`src/rtl/frame_draw_scheduler_pkg.sv`:
```
// Shared definitions for the frame draw scheduler.
//   state_e     : scheduler phases (IDLE, LATCH, ERASE, DRAW, DONE)
//   BLACK       : erase colour
//   DEF_*       : default character count, sprite size and play-field origin
//   next_set()  : lowest set bit of an 8-bit mask at or above a start index,
//                 returned as {none_found, index}
package frame_draw_scheduler_pkg;

  typedef enum logic [2:0] {
    IDLE,
    LATCH,
    ERASE,
    DRAW,
    DONE
  } state_e;

  localparam logic [2:0]  BLACK       = 3'b000;
  localparam int unsigned DEF_N_CHARS = 5;
  localparam int unsigned DEF_SPR_W   = 5;
  localparam int unsigned DEF_SPR_H   = 5;
  localparam int unsigned DEF_X_OFF   = 26;
  localparam int unsigned DEF_Y_OFF   = 1;

  function automatic logic [3:0] next_set(input logic [7:0] mask, input logic [3:0] from);
    logic       found;
    logic [2:0] idx;
    found = 1'b0;
    idx   = '0;
    for (int unsigned i = 0; i < 8; i++) begin
      if (!found && mask[i] && (4'(i) >= from)) begin
        found = 1'b1;
        idx   = 3'(i);
      end
    end
    return {~found, idx};
  endfunction

endpackage

```
`src/rtl/frame_draw_scheduler_box_scan_counter.sv`:
```
// Nested character / row / column scan over SPR_W x SPR_H boxes.
//   clk_i, rst_ni : clock, async active-low reset
//   clear_i       : restart at the first character selected by mask_i, pixel (0,0)
//   en_i          : advance one pixel; after the last pixel of a box, jump to the
//                   next selected character
//   mask_i        : characters to visit (all ones visits every character)
//   c_o, px_o, py_o : current character and pixel offsets
//   last_o        : current pixel is the final one of the scan
//   none_o        : mask selects no character at all
module box_scan_counter
  import frame_draw_scheduler_pkg::*;
#(
  parameter int unsigned N_CHARS = DEF_N_CHARS,
  parameter int unsigned SPR_W   = DEF_SPR_W,
  parameter int unsigned SPR_H   = DEF_SPR_H
) (
  input  logic               clk_i,
  input  logic               rst_ni,
  input  logic               clear_i,
  input  logic               en_i,
  input  logic [N_CHARS-1:0] mask_i,
  output logic [2:0]         c_o,
  output logic [7:0]         px_o,
  output logic [7:0]         py_o,
  output logic               last_o,
  output logic               none_o
);

  logic [2:0] c_q, c_d;
  logic [7:0] px_q, px_d, py_q, py_d;
  logic [7:0] mask_w;
  logic [3:0] first_w, next_w;
  logic       box_end;

  assign mask_w  = 8'(mask_i);
  assign first_w = next_set(mask_w, 4'd0);
  assign next_w  = next_set(mask_w, {1'b0, c_q} + 4'd1);
  assign box_end = (px_q == 8'(SPR_W - 1)) && (py_q == 8'(SPR_H - 1));
  assign last_o  = box_end & next_w[3];
  assign none_o  = first_w[3];

  always_comb begin
    c_d  = c_q;
    px_d = px_q;
    py_d = py_q;
    if (clear_i) begin
      c_d  = first_w[2:0];
      px_d = '0;
      py_d = '0;
    end else if (en_i) begin
      if (px_q == 8'(SPR_W - 1)) begin
        px_d = '0;
        if (py_q == 8'(SPR_H - 1)) begin
          py_d = '0;
          c_d  = next_w[2:0];
        end else begin
          py_d = py_q + 8'd1;
        end
      end else begin
        px_d = px_q + 8'd1;
      end
    end
  end

  always_ff @(posedge clk_i or negedge rst_ni) begin
    if (!rst_ni) begin
      c_q  <= '0;
      px_q <= '0;
      py_q <= '0;
    end else begin
      c_q  <= c_d;
      px_q <= px_d;
      py_q <= py_d;
    end
  end

  assign c_o  = c_q;
  assign px_o = px_q;
  assign py_o = py_q;

endmodule

```
`src/rtl/frame_draw_scheduler.sv`:
```
// Per-frame owner of the single VGA write port.
// On frame_tick: latch new positions, erase every old 5x5 box to black, run the
// sprite drawer for a fixed cycle count, then return the port to the maze renderer.
//   clock_50, reset_n          : clock, async active-low reset
//   frame_tick                 : frame start pulse
//   pos_x, pos_y               : packed per-character positions
//   spr_run/spr_char/spr_x/spr_y and spr_v*/spr_color/spr_plot : sprite drawer link
//   mz_req/mz_x/mz_y/mz_color/mz_gnt : maze renderer link (granted only in IDLE)
//   vga_x/vga_y/vga_color/vga_plot   : registered adapter write port
//   busy, frame_done, overrun        : status
// Build option SKIP_STATIC_ERASE_EN: characters that did not move are not erased.
module frame_draw_scheduler
  import frame_draw_scheduler_pkg::*;
#(
  parameter int unsigned N_CHARS = DEF_N_CHARS,
  parameter int unsigned SPR_W   = DEF_SPR_W,
  parameter int unsigned SPR_H   = DEF_SPR_H,
  parameter int unsigned X_OFF   = DEF_X_OFF,
  parameter int unsigned Y_OFF   = DEF_Y_OFF
) (
  input  logic                 clock_50,
  input  logic                 reset_n,
  input  logic                 frame_tick,
  input  logic [8*N_CHARS-1:0] pos_x,
  input  logic [8*N_CHARS-1:0] pos_y,
  output logic                 spr_run,
  input  logic [2:0]           spr_char,
  output logic [7:0]           spr_x,
  output logic [7:0]           spr_y,
  input  logic [7:0]           spr_vx,
  input  logic [7:0]           spr_vy,
  input  logic [2:0]           spr_color,
  input  logic                 spr_plot,
  input  logic                 mz_req,
  input  logic [7:0]           mz_x,
  input  logic [7:0]           mz_y,
  input  logic [2:0]           mz_color,
  output logic                 mz_gnt,
  output logic [7:0]           vga_x,
  output logic [7:0]           vga_y,
  output logic [2:0]           vga_color,
  output logic                 vga_plot,
  output logic                 busy,
  output logic                 frame_done,
  output logic                 overrun
);

  localparam int unsigned BOX_CYCLES = N_CHARS * SPR_W * SPR_H;

  state_e     state_q, state_d;
  logic [7:0] cur_x_q  [N_CHARS];
  logic [7:0] cur_y_q  [N_CHARS];
  logic [7:0] prev_x_q [N_CHARS];
  logic [7:0] prev_y_q [N_CHARS];
  logic [7:0] draw_cnt_q, draw_cnt_d;
  logic       overrun_q;
  logic [7:0] vga_x_q, vga_y_q, src_x, src_y;
  logic [2:0] vga_color_q, src_color;
  logic       vga_plot_q, src_plot;

  logic [N_CHARS-1:0] erase_mask;
  logic [2:0]         sc_c, spr_sel;
  logic [7:0]         sc_px, sc_py;
  logic               sc_last, sc_none;

`ifdef SKIP_STATIC_ERASE_EN
  // During LATCH cur is not yet loaded, so compare the incoming positions;
  // this lets an all-static frame go straight from LATCH to DRAW.
  always_comb begin
    erase_mask = '0;
    for (int unsigned i = 0; i < N_CHARS; i++) begin
      if (state_q == LATCH) begin
        erase_mask[i] = (pos_x[8*i +: 8] != prev_x_q[i]) || (pos_y[8*i +: 8] != prev_y_q[i]);
      end else begin
        erase_mask[i] = (cur_x_q[i] != prev_x_q[i]) || (cur_y_q[i] != prev_y_q[i]);
      end
    end
  end
`else
  assign erase_mask = '1;
`endif

  box_scan_counter #(
    .N_CHARS(N_CHARS),
    .SPR_W  (SPR_W),
    .SPR_H  (SPR_H)
  ) u_scan (
    .clk_i  (clock_50),
    .rst_ni (reset_n),
    .clear_i(state_q == LATCH),
    .en_i   (state_q == ERASE),
    .mask_i (erase_mask),
    .c_o    (sc_c),
    .px_o   (sc_px),
    .py_o   (sc_py),
    .last_o (sc_last),
    .none_o (sc_none)
  );

  always_comb begin
    state_d    = state_q;
    draw_cnt_d = draw_cnt_q;
    mz_gnt     = 1'b0;
    spr_run    = 1'b0;
    src_plot   = 1'b0;
    src_x      = '0;
    src_y      = '0;
    src_color  = BLACK;
    case (state_q)
      IDLE: begin
        mz_gnt    = mz_req & ~frame_tick;
        src_plot  = mz_req & ~frame_tick;
        src_x     = mz_x;
        src_y     = mz_y;
        src_color = mz_color;
        if (frame_tick) state_d = LATCH;
      end
      LATCH: begin
        draw_cnt_d = '0;
        state_d    = sc_none ? DRAW : ERASE;
      end
      ERASE: begin
        src_plot = 1'b1;
        src_x    = prev_x_q[sc_c] + sc_px + 8'(X_OFF);
        src_y    = prev_y_q[sc_c] + sc_py + 8'(Y_OFF);
        if (sc_last) state_d = DRAW;
      end
      DRAW: begin
        spr_run    = 1'b1;
        src_plot   = spr_plot;
        src_x      = spr_vx;
        src_y      = spr_vy;
        src_color  = spr_color;
        draw_cnt_d = draw_cnt_q + 8'd1;
        if (draw_cnt_q == 8'(BOX_CYCLES - 1)) state_d = DONE;
      end
      DONE:    state_d = IDLE;
      default: state_d = IDLE;
    endcase
  end

  always_ff @(posedge clock_50 or negedge reset_n) begin
    if (!reset_n) begin
      state_q     <= IDLE;
      draw_cnt_q  <= '0;
      overrun_q   <= 1'b0;
      vga_x_q     <= '0;
      vga_y_q     <= '0;
      vga_color_q <= '0;
      vga_plot_q  <= 1'b0;
      for (int unsigned i = 0; i < N_CHARS; i++) begin
        cur_x_q[i]  <= '0;
        cur_y_q[i]  <= '0;
        prev_x_q[i] <= '0;
        prev_y_q[i] <= '0;
      end
    end else begin
      state_q     <= state_d;
      draw_cnt_q  <= draw_cnt_d;
      vga_x_q     <= src_x;
      vga_y_q     <= src_y;
      vga_color_q <= src_color;
      vga_plot_q  <= src_plot;
      if ((state_q != IDLE) && frame_tick) overrun_q <= 1'b1;
      for (int unsigned i = 0; i < N_CHARS; i++) begin
        if (state_q == LATCH) begin
          cur_x_q[i] <= pos_x[8*i +: 8];
          cur_y_q[i] <= pos_y[8*i +: 8];
        end
        if (state_q == DONE) begin
          prev_x_q[i] <= cur_x_q[i];
          prev_y_q[i] <= cur_y_q[i];
        end
      end
    end
  end

  // Drawer indices beyond the character count fall back to character 0.
  assign spr_sel    = (32'(spr_char) < N_CHARS) ? spr_char : 3'd0;
  assign spr_x      = cur_x_q[spr_sel];
  assign spr_y      = cur_y_q[spr_sel];
  assign vga_x      = vga_x_q;
  assign vga_y      = vga_y_q;
  assign vga_color  = vga_color_q;
  assign vga_plot   = vga_plot_q;
  assign busy       = (state_q != IDLE);
  assign frame_done = (state_q == DONE);
  assign overrun    = overrun_q;

endmodule

```
`config.mk`:
```
export PLATFORM = sky130hd
export DESIGN_NAME = frame_draw_scheduler
export DESIGN_NICKNAME = d
export VERILOG_FILES = /design/src/rtl/frame_draw_scheduler_pkg.sv /design/src/rtl/frame_draw_scheduler_box_scan_counter.sv /design/src/rtl/frame_draw_scheduler.sv
export SDC_FILE = /design/constraint.sdc
export NUM_CORES = 1
export LEC_CHECK = 0
export CORE_MARGIN = 8
export CORE_UTILIZATION = 36
export DETAILED_ROUTE_END_ITERATION = 12
export GPL_ROUTABILITY_DRIVEN = 0
export PLACE_DENSITY = 0.63
export SLEW_MARGIN = 10
export SYNTH_ARGS = -nofsm -noshare
export SYNTH_HDL_FRONTEND = slang
export SYNTH_SLANG_ARGS = --single-unit
```
`constraint.sdc`:
```
create_clock -name clock_50 -period 7.8 [get_ports clock_50]
set_input_delay 1.17 -clock clock_50 [delete_from_list [all_inputs] [get_ports clock_50]]
set_output_delay 1.17 -clock clock_50 [all_outputs]
set_load 0.05 [all_outputs]
```
==> results of run 1 <==
flip-flops by register name, indices dropped and copies added, names as in the netlist:
signal and cells:
vga_plot 1, u_scan.c_o 3, vga_color 3, vga_y 8
prev_y_q 40, cur_y_q 40, prev_x_q 40, draw_cnt_q 8
state_q 3, vga_x 8, u_scan.py_o 8, overrun 1
cur_x_q 40, u_scan.px_o 8
area by class of cell:
class / instances / area [sq um] / share of cell area (%)
inverter: 30 / 113 / 0.836
tap: 384 / 480 / 3.57
timing repair buffer: 177 / 1740 / 12.9
clock inverter: 8 / 218 / 1.62
multi-input combinational: 594 / 4880 / 36.3
clock buffer: 39 / 749 / 5.57
sequential: 211 / 5280 / 39.2
synthesized netlist by cell type, drive strengths merged (10+ instances only):
cell / number / area, sq um
o21ai: 40 / 200
mux2: 161 / 1810
mux2i: 24 / 240
nor2: 43 / 161
nand2: 85 / 319
ha: 28 / 350
nor3: 12 / 65.1
a22oi: 23 / 173
o22a: 16 / 140
mux4: 14 / 315
a21oi: 32 / 160
inv: 30 / 113
a22o: 13 / 114
xor2: 11 / 96.3
buf: 31 / 166
xnor2: 10 / 87.6
clkbuf: 19 / 71.3
dfrtp: 211 / 5280
metal layers:
layer  wire [um]  vias to the layer above  track usage, %
li1            -                     3498               -
met1       13200                     3634            21.9
met2       11200                      219            22.1
met3        1660                       48            3.62
met4         626                        0            4.34
met5           0                        -               0
metrics by stage:
step | std cells | utilization (%) | area, sq um | setup WS [ns]
final | 1443 | 46.9 | 13500 | 2.18
after global routing | 1443 | 46.9 | 13500 | 1.99
after CTS | 1443 | 46.9 | 13500 | 2.18
after detailed placement | 1396 | 43.5 | 12500 | 2.19
after global placement | 1396 | 43.5 | 12500 | 2.27
after floorplan | 885 | - | 10500 | 3.62
path summary, 6_finish.rpt:
path	to	cells after the start	slack, ns	startpoint
worst max-delay path	spr_y[6]	6	2.18	spr_char[0]
worst min-delay path	overrun$_DFFE_PN0P_	1	0.46	overrun$_DFFE_PN0P_
worst max register to register	vga_x[7]$_DFF_PN0_	15	4.16	u_scan.c_o[2]$_DFFE_PN0P_
worst min register to register	overrun$_DFFE_PN0P_	1	0.46	overrun$_DFFE_PN0P_
max in group asynchronous	cur_y_q[14]$_DFFE_PN0P_	2	5.79	reset_n
min in group asynchronous	vga_color[0]$_DFF_PN0_	1	0.65	reset_n
power by group through the flow:
stage | combinational [mW] | sequential (mW) | clock (mW)
global placement | 0.204 | 1.16 | 0
finish | 0.204 | 1.14 | 1.33
detailed placement | 0.206 | 1.16 | 0
global route | 0.221 | 1.14 | 1.42
floorplan | 0.0872 | 1.15 | 0
CTS | 0.207 | 1.14 | 1.36
worst max-delay path: stages:
cell,delay (ns)
clkdlybuf4s50_1,0.78
or2_2,0.64
nor2_2,0.79
nand2_1,0.10
o21ai_0,0.12
clkdlybuf4s50_1,0.84
logic make-up after synthesis:
family                     count (synthesis)
DFF                                      211
muxes                                    199
and+or+nand+nor                          192
AOI/OAI and AO/OA                        152
buffers and inverters                     80
adders and majority gates                 30
xor gates and xnor gates                  21
==> flow_metrics.env, run 1 <==
export IMPL_status="finished, final reports clean"
export IMPL_min_path_type="flop to flop"
export IMPL_synth_top_family_by_area="multiplexers"
export IMPL_ant_nets=0
export IMPL_fmax_mhz=178
export IMPL_synth_edf_count=0
export IMPL_p_clk_share_pct=49.8
export IMPL_detail_route_wl_per_cell_um=18.4
export IMPL_layout_min_cycle_time_ns=5.62
export IMPL_via_per_inst=5.13
export IMPL_synthesis_nets=1041
export IMPL_fill_cells=2645
export IMPL_drt_pass1_iterations=4
export IMPL_avgSynthCellArea_sq_um=11.9
export IMPL_core_area_sq_um=28700
export IMPL_maxCapViolations=0
export IMPL_power_density_nw_per_um2=199
export IMPL_whs_ns=0.461
export IMPL_ys_async_sr_fraction_pct=100
export IMPL_grt_pass1_wl_mm=43.6
export IMPL_switching_share_pct=22.2
export IMPL_synth_seq_cells=211
export IMPL_synth_seq_area_share_pct=50.3
export IMPL_cp_end_kind="primary output"
export IMPL_start_util_pct=36.6
export IMPL_wl_mm=26.6
export IMPL_seqPwrFrac_pct=42.6
export IMPL_combPwrFrac_pct=7.6
export IMPL_die_y_um=187
export IMPL_die_area_sq_um=34900
export IMPL_ir_worst_vdd_uv=173
export IMPL_tightest_slew_ns=1.15
export IMPL_p_switching_uw=593
export IMPL_synth_fa_ha_area_share_pct=3.72
export IMPL_final_cell_mix="dfrtp_1 (211), clkdlybuf4s50_1 (164), mux2_2 (155)"
export IMPL_ys_types=59
export IMPL_syn_to_final_growth_pct=28.3
export IMPL_ctsResizeCount=0
export IMPL_cts_sinks=211
export IMPL_postSynthCellCount=885
export IMPL_synthXorXnorAreaFrac_pct=1.75
export IMPL_finalSetupTns_ns=0
export IMPL_synth_compound_area_share_pct=9.65
export IMPL_cts_tree="built"
export IMPL_final_common_cell="dfrtp_1"
export IMPL_worstSkewPairLatency_ns=0.55
export IMPL_ys_flop_type="dfrtp_1"
export IMPL_crit_type="primary input to primary output"
export IMPL_drc=0
export IMPL_postCtsSetupBuffers=0
export IMPL_yosysWarnings=0
export IMPL_io_buffers=166
export IMPL_syn_area_sq_um=10500
export IMPL_synth_mux_area_share_pct=22.6
export IMPL_maxSlewHeadroom_pct=23.4
export IMPL_grt_total_usage_pct=15.1
export IMPL_finalHoldViolCount=0
export IMPL_clockBufferDepth=3
export IMPL_drive_above_1_share_pct=21.8
export IMPL_cts_root_buffer="clkbuf_16"
export IMPL_drt_iter0_markers=413
export IMPL_vias=7399
export IMPL_clk_pin_slew_ns=0.05
export IMPL_leakage_nw=6.10
export IMPL_rows=62
export IMPL_grt_pass1_vias=7742
export IMPL_cp_start_kind="primary input"
export IMPL_grt_antenna_before_repair=0
export IMPL_p_total_mw=2.68
export IMPL_worst_ep_arrival_time_ns=4.45
export IMPL_setup_viol=0
export IMPL_ctsHtreeMaxLevel=1
export IMPL_nets=1196
export IMPL_antenna_cells=0
export IMPL_die_width_um=187
export IMPL_p_int_mw=2.08
export IMPL_ios=167
export IMPL_overflow=0
export IMPL_synth_simple_gate_area_share_pct=8.65
export IMPL_cp_required_ns=6.63
export IMPL_critPathMaxFanout=18
export IMPL_grt_start_max_net_pins=84
export IMPL_cts_hold_buf=0
export IMPL_finalCritPeriodShare_pct=72.0
export IMPL_numCtsBuffers=26
export IMPL_finalMaxSlewViolations=0
export IMPL_dpl_hpwl_mm=18.8
export IMPL_finClkSkew_ns=0.0221
export IMPL_rsz0062_at_grt="false"
Note: power is estimated with default switching activity, not from simulation.
==> inputs of run 2 (changes only) <==
--- a/config.mk
+++ b/config.mk
@@ -9,7 +9,7 @@
 export CORE_UTILIZATION = 36
 export DETAILED_ROUTE_END_ITERATION = 12
 export GPL_ROUTABILITY_DRIVEN = 0
-export PLACE_DENSITY = 0.63
+export PLACE_DENSITY = 0.66
 export SLEW_MARGIN = 10
 export SYNTH_ARGS = -nofsm -noshare
 export SYNTH_HDL_FRONTEND = slang
==> constraint.sdc (replaced) <==
create_clock -name clock_50 -period 4.9 [get_ports clock_50]
set_input_delay 0.735 -clock clock_50 [delete_from_list [all_inputs] [get_ports clock_50]]
set_output_delay 0.735 -clock clock_50 [all_outputs]
set_load 0.05 [all_outputs]
==> run 2 against run 1 <==
- critical path type is now flop to flop
- clock-buffer cell count is 3 lower
- total power grew 52%
- die area stayed put
- first-iteration DRC count down 9.7%
- setup slack got worse by 1.1 ns
- via count grew 0.50%
- critical endpoint is now vga_x[7]$_DFF_PN0_
- combinational power rose by 81%
- non-clock buffer count grew 4
==> flow_metrics.env, run 2 (synthesized netlist as in run 1, its figures left out) <==
export IMPL_cp_end_kind="flop"
export IMPL_status="finished, final reports clean"
export IMPL_postCtsSetupBuffers=0
export IMPL_drive_above_1_share_pct=23.4
export IMPL_start_util_pct=36.6
export IMPL_nets=1199
export IMPL_layout_min_cycle_time_ns=3.82
export IMPL_grt_pass1_wl_mm=43.5
export IMPL_finalSetupTns_ns=0
export IMPL_ios=167
export IMPL_p_total_mw=4.08
export IMPL_cts_sinks=211
export IMPL_ctsHtreeMaxLevel=1
export IMPL_grt_antenna_before_repair=0
export IMPL_cts_tree="built"
export IMPL_setup_viol=0
export IMPL_tightest_slew_ns=0.997
export IMPL_cts_hold_buf=0
export IMPL_drc=0
export IMPL_die_y_um=187
export IMPL_die_area_sq_um=34900
export IMPL_wl_mm=27.1
export IMPL_final_common_cell="dfrtp_1"
export IMPL_leakage_nw=6.16
export IMPL_worst_ep_arrival_time_ns=4.19
export IMPL_dp_cells=1400
export IMPL_clk_pin_slew_ns=0.06
export IMPL_numCtsBuffers=25
export IMPL_r2r_end="vga_x[7]$_DFF_PN0_"
export IMPL_final_cell_mix="dfrtp_1 (211), mux2_2 (155), clkdlybuf4s50_1 (148)"
export IMPL_vias=7436
export IMPL_grt_start_max_net_pins=121
export IMPL_cp_start_kind="flop"
export IMPL_rsz0062_at_grt="false"
export IMPL_critPathMaxFanout=16
export IMPL_grt_pass1_vias=7582
export IMPL_worstRegToRegCells=14
export IMPL_die_width_um=187
export IMPL_dpl_hpwl_mm=19.6
export IMPL_ant_nets=0
export IMPL_fmax_mhz=262
export IMPL_io_buffers=166
export IMPL_clockBufferDepth=3
export IMPL_worstSkewPairLatency_ns=0.54
export IMPL_fill_cells=2619
export IMPL_detail_route_wl_per_cell_um=18.8
export IMPL_rows=62
export IMPL_grt_total_usage_pct=15.2
export IMPL_maxCapViolations=0
export IMPL_fin_cells=1444
export IMPL_final_setup_worst_slack_ns=1.08
export IMPL_via_per_inst=5.15
export IMPL_r2r_start="u_scan.c_o[2]$_DFFE_PN0P_"
export IMPL_core_area_sq_um=28700
export IMPL_maxSlewHeadroom_pct=33.6
export IMPL_finalMaxSlewViolations=0
export IMPL_drt_pass1_iterations=5
export IMPL_rrSetupSlack_ns=1.08
export IMPL_finClkSkew_ns=0.0182
export IMPL_place_worst_setup_slack_ns=1.08
export IMPL_syn_to_final_growth_pct=29.2
export IMPL_power_density_nw_per_um2=301
export IMPL_cts_root_buffer="clkbuf_16"
export IMPL_finalCritPeriodShare_pct=78.0
export IMPL_min_path_type="primary input to asynchronous set/reset pin"
export IMPL_ctsResizeCount=0
export IMPL_ir_worst_vdd_uv=230
export IMPL_finalHoldViolCount=0
export IMPL_cp_required_ns=5.27
export IMPL_antenna_cells=0
export IMPL_drt_iter0_markers=373
export IMPL_overflow=0
export IMPL_crit_type="flop to flop"
run 2: cell count changes in the layout (fill, tap and decap cells not counted), sizes merged:
cell           delta
buf              +20
bufinv            -3
clkdlybuf4s50    -16
inv               +1
clkbuf            -3
clkinv            +2
run 2: worst max-delay path by stage:
stage	from	endpoint	slack, ns	cells after the start
after detailed placement	u_scan.c_o[2]$_DFFE_PN0P_	vga_x[7]$_DFF_PN0_	1.08	14
after global placement	u_scan.c_o[2]$_DFFE_PN0P_	vga_x[7]$_DFF_PN0_	1.09	14
after CTS	u_scan.c_o[2]$_DFFE_PN0P_	vga_x[7]$_DFF_PN0_	1.03	14
final	u_scan.c_o[2]$_DFFE_PN0P_	vga_x[7]$_DFF_PN0_	1.08	14
after floorplan	spr_char[1]	spr_y[6]	1.59	6
after global routing	u_scan.c_o[2]$_DFFE_PN0P_	vga_x[7]$_DFF_PN0_	0.72	14
run 2: cell type report:
| type | instances | area, sq um | share of cell area, % |
|---|---|---|---|
| Sequential cell | 211 | 5280 | 39.0 |
| Multi-Input combinational cell | 594 | 4880 | 36.0 |
| Timing Repair Buffer | 181 | 1960 | 14.4 |
| Clock buffer | 36 | 707 | 5.22 |
| Tap cell | 384 | 480 | 3.54 |
| Clock inverter | 8 | 136 | 1.01 |
| Inverter | 30 | 113 | 0.831 |
run 2: metrics by stage:
stage               utilization [%]  cell area [sq um]  hold WS [ns]
floorplan                         -              10500         0.439
global placement               44.3              12700         0.439
detailed placement             44.3              12700         0.443
CTS                            47.2              13600         0.391
global route                   47.2              13600         0.407
finish                         47.2              13600         0.337
run 2: power by group:
part | switching [mW] | internal [mW]
registers | 0.0373 | 1.78
clock network | 0.730 | 1.16
logic | 0.171 | 0.197
run 2: metal layers:
metal	GRT usage [%]	share of wire (%)	vias to the layer above
li1	-	-	3495
met1	22.1	49	3683
met2	22.2	43	229
met3	4.23	6.7	29
met4	2.99	1.6	0
met5	0	0	-
run 2: critical path: stages (launching register included):
cell      delay (ns)
dfrtp_1         0.56
inv_1           0.34
nor3_2          0.76
a22oi_1         0.25
ha_1            0.32
inv_1           0.06
ha_1            0.16
inv_1           0.05
fa_1            0.37
nor2b_1         0.22
nor3_1          0.10
o21bai_1        0.15
a21oi_1         0.09
xnor2_1         0.13
o22ai_1         0.09
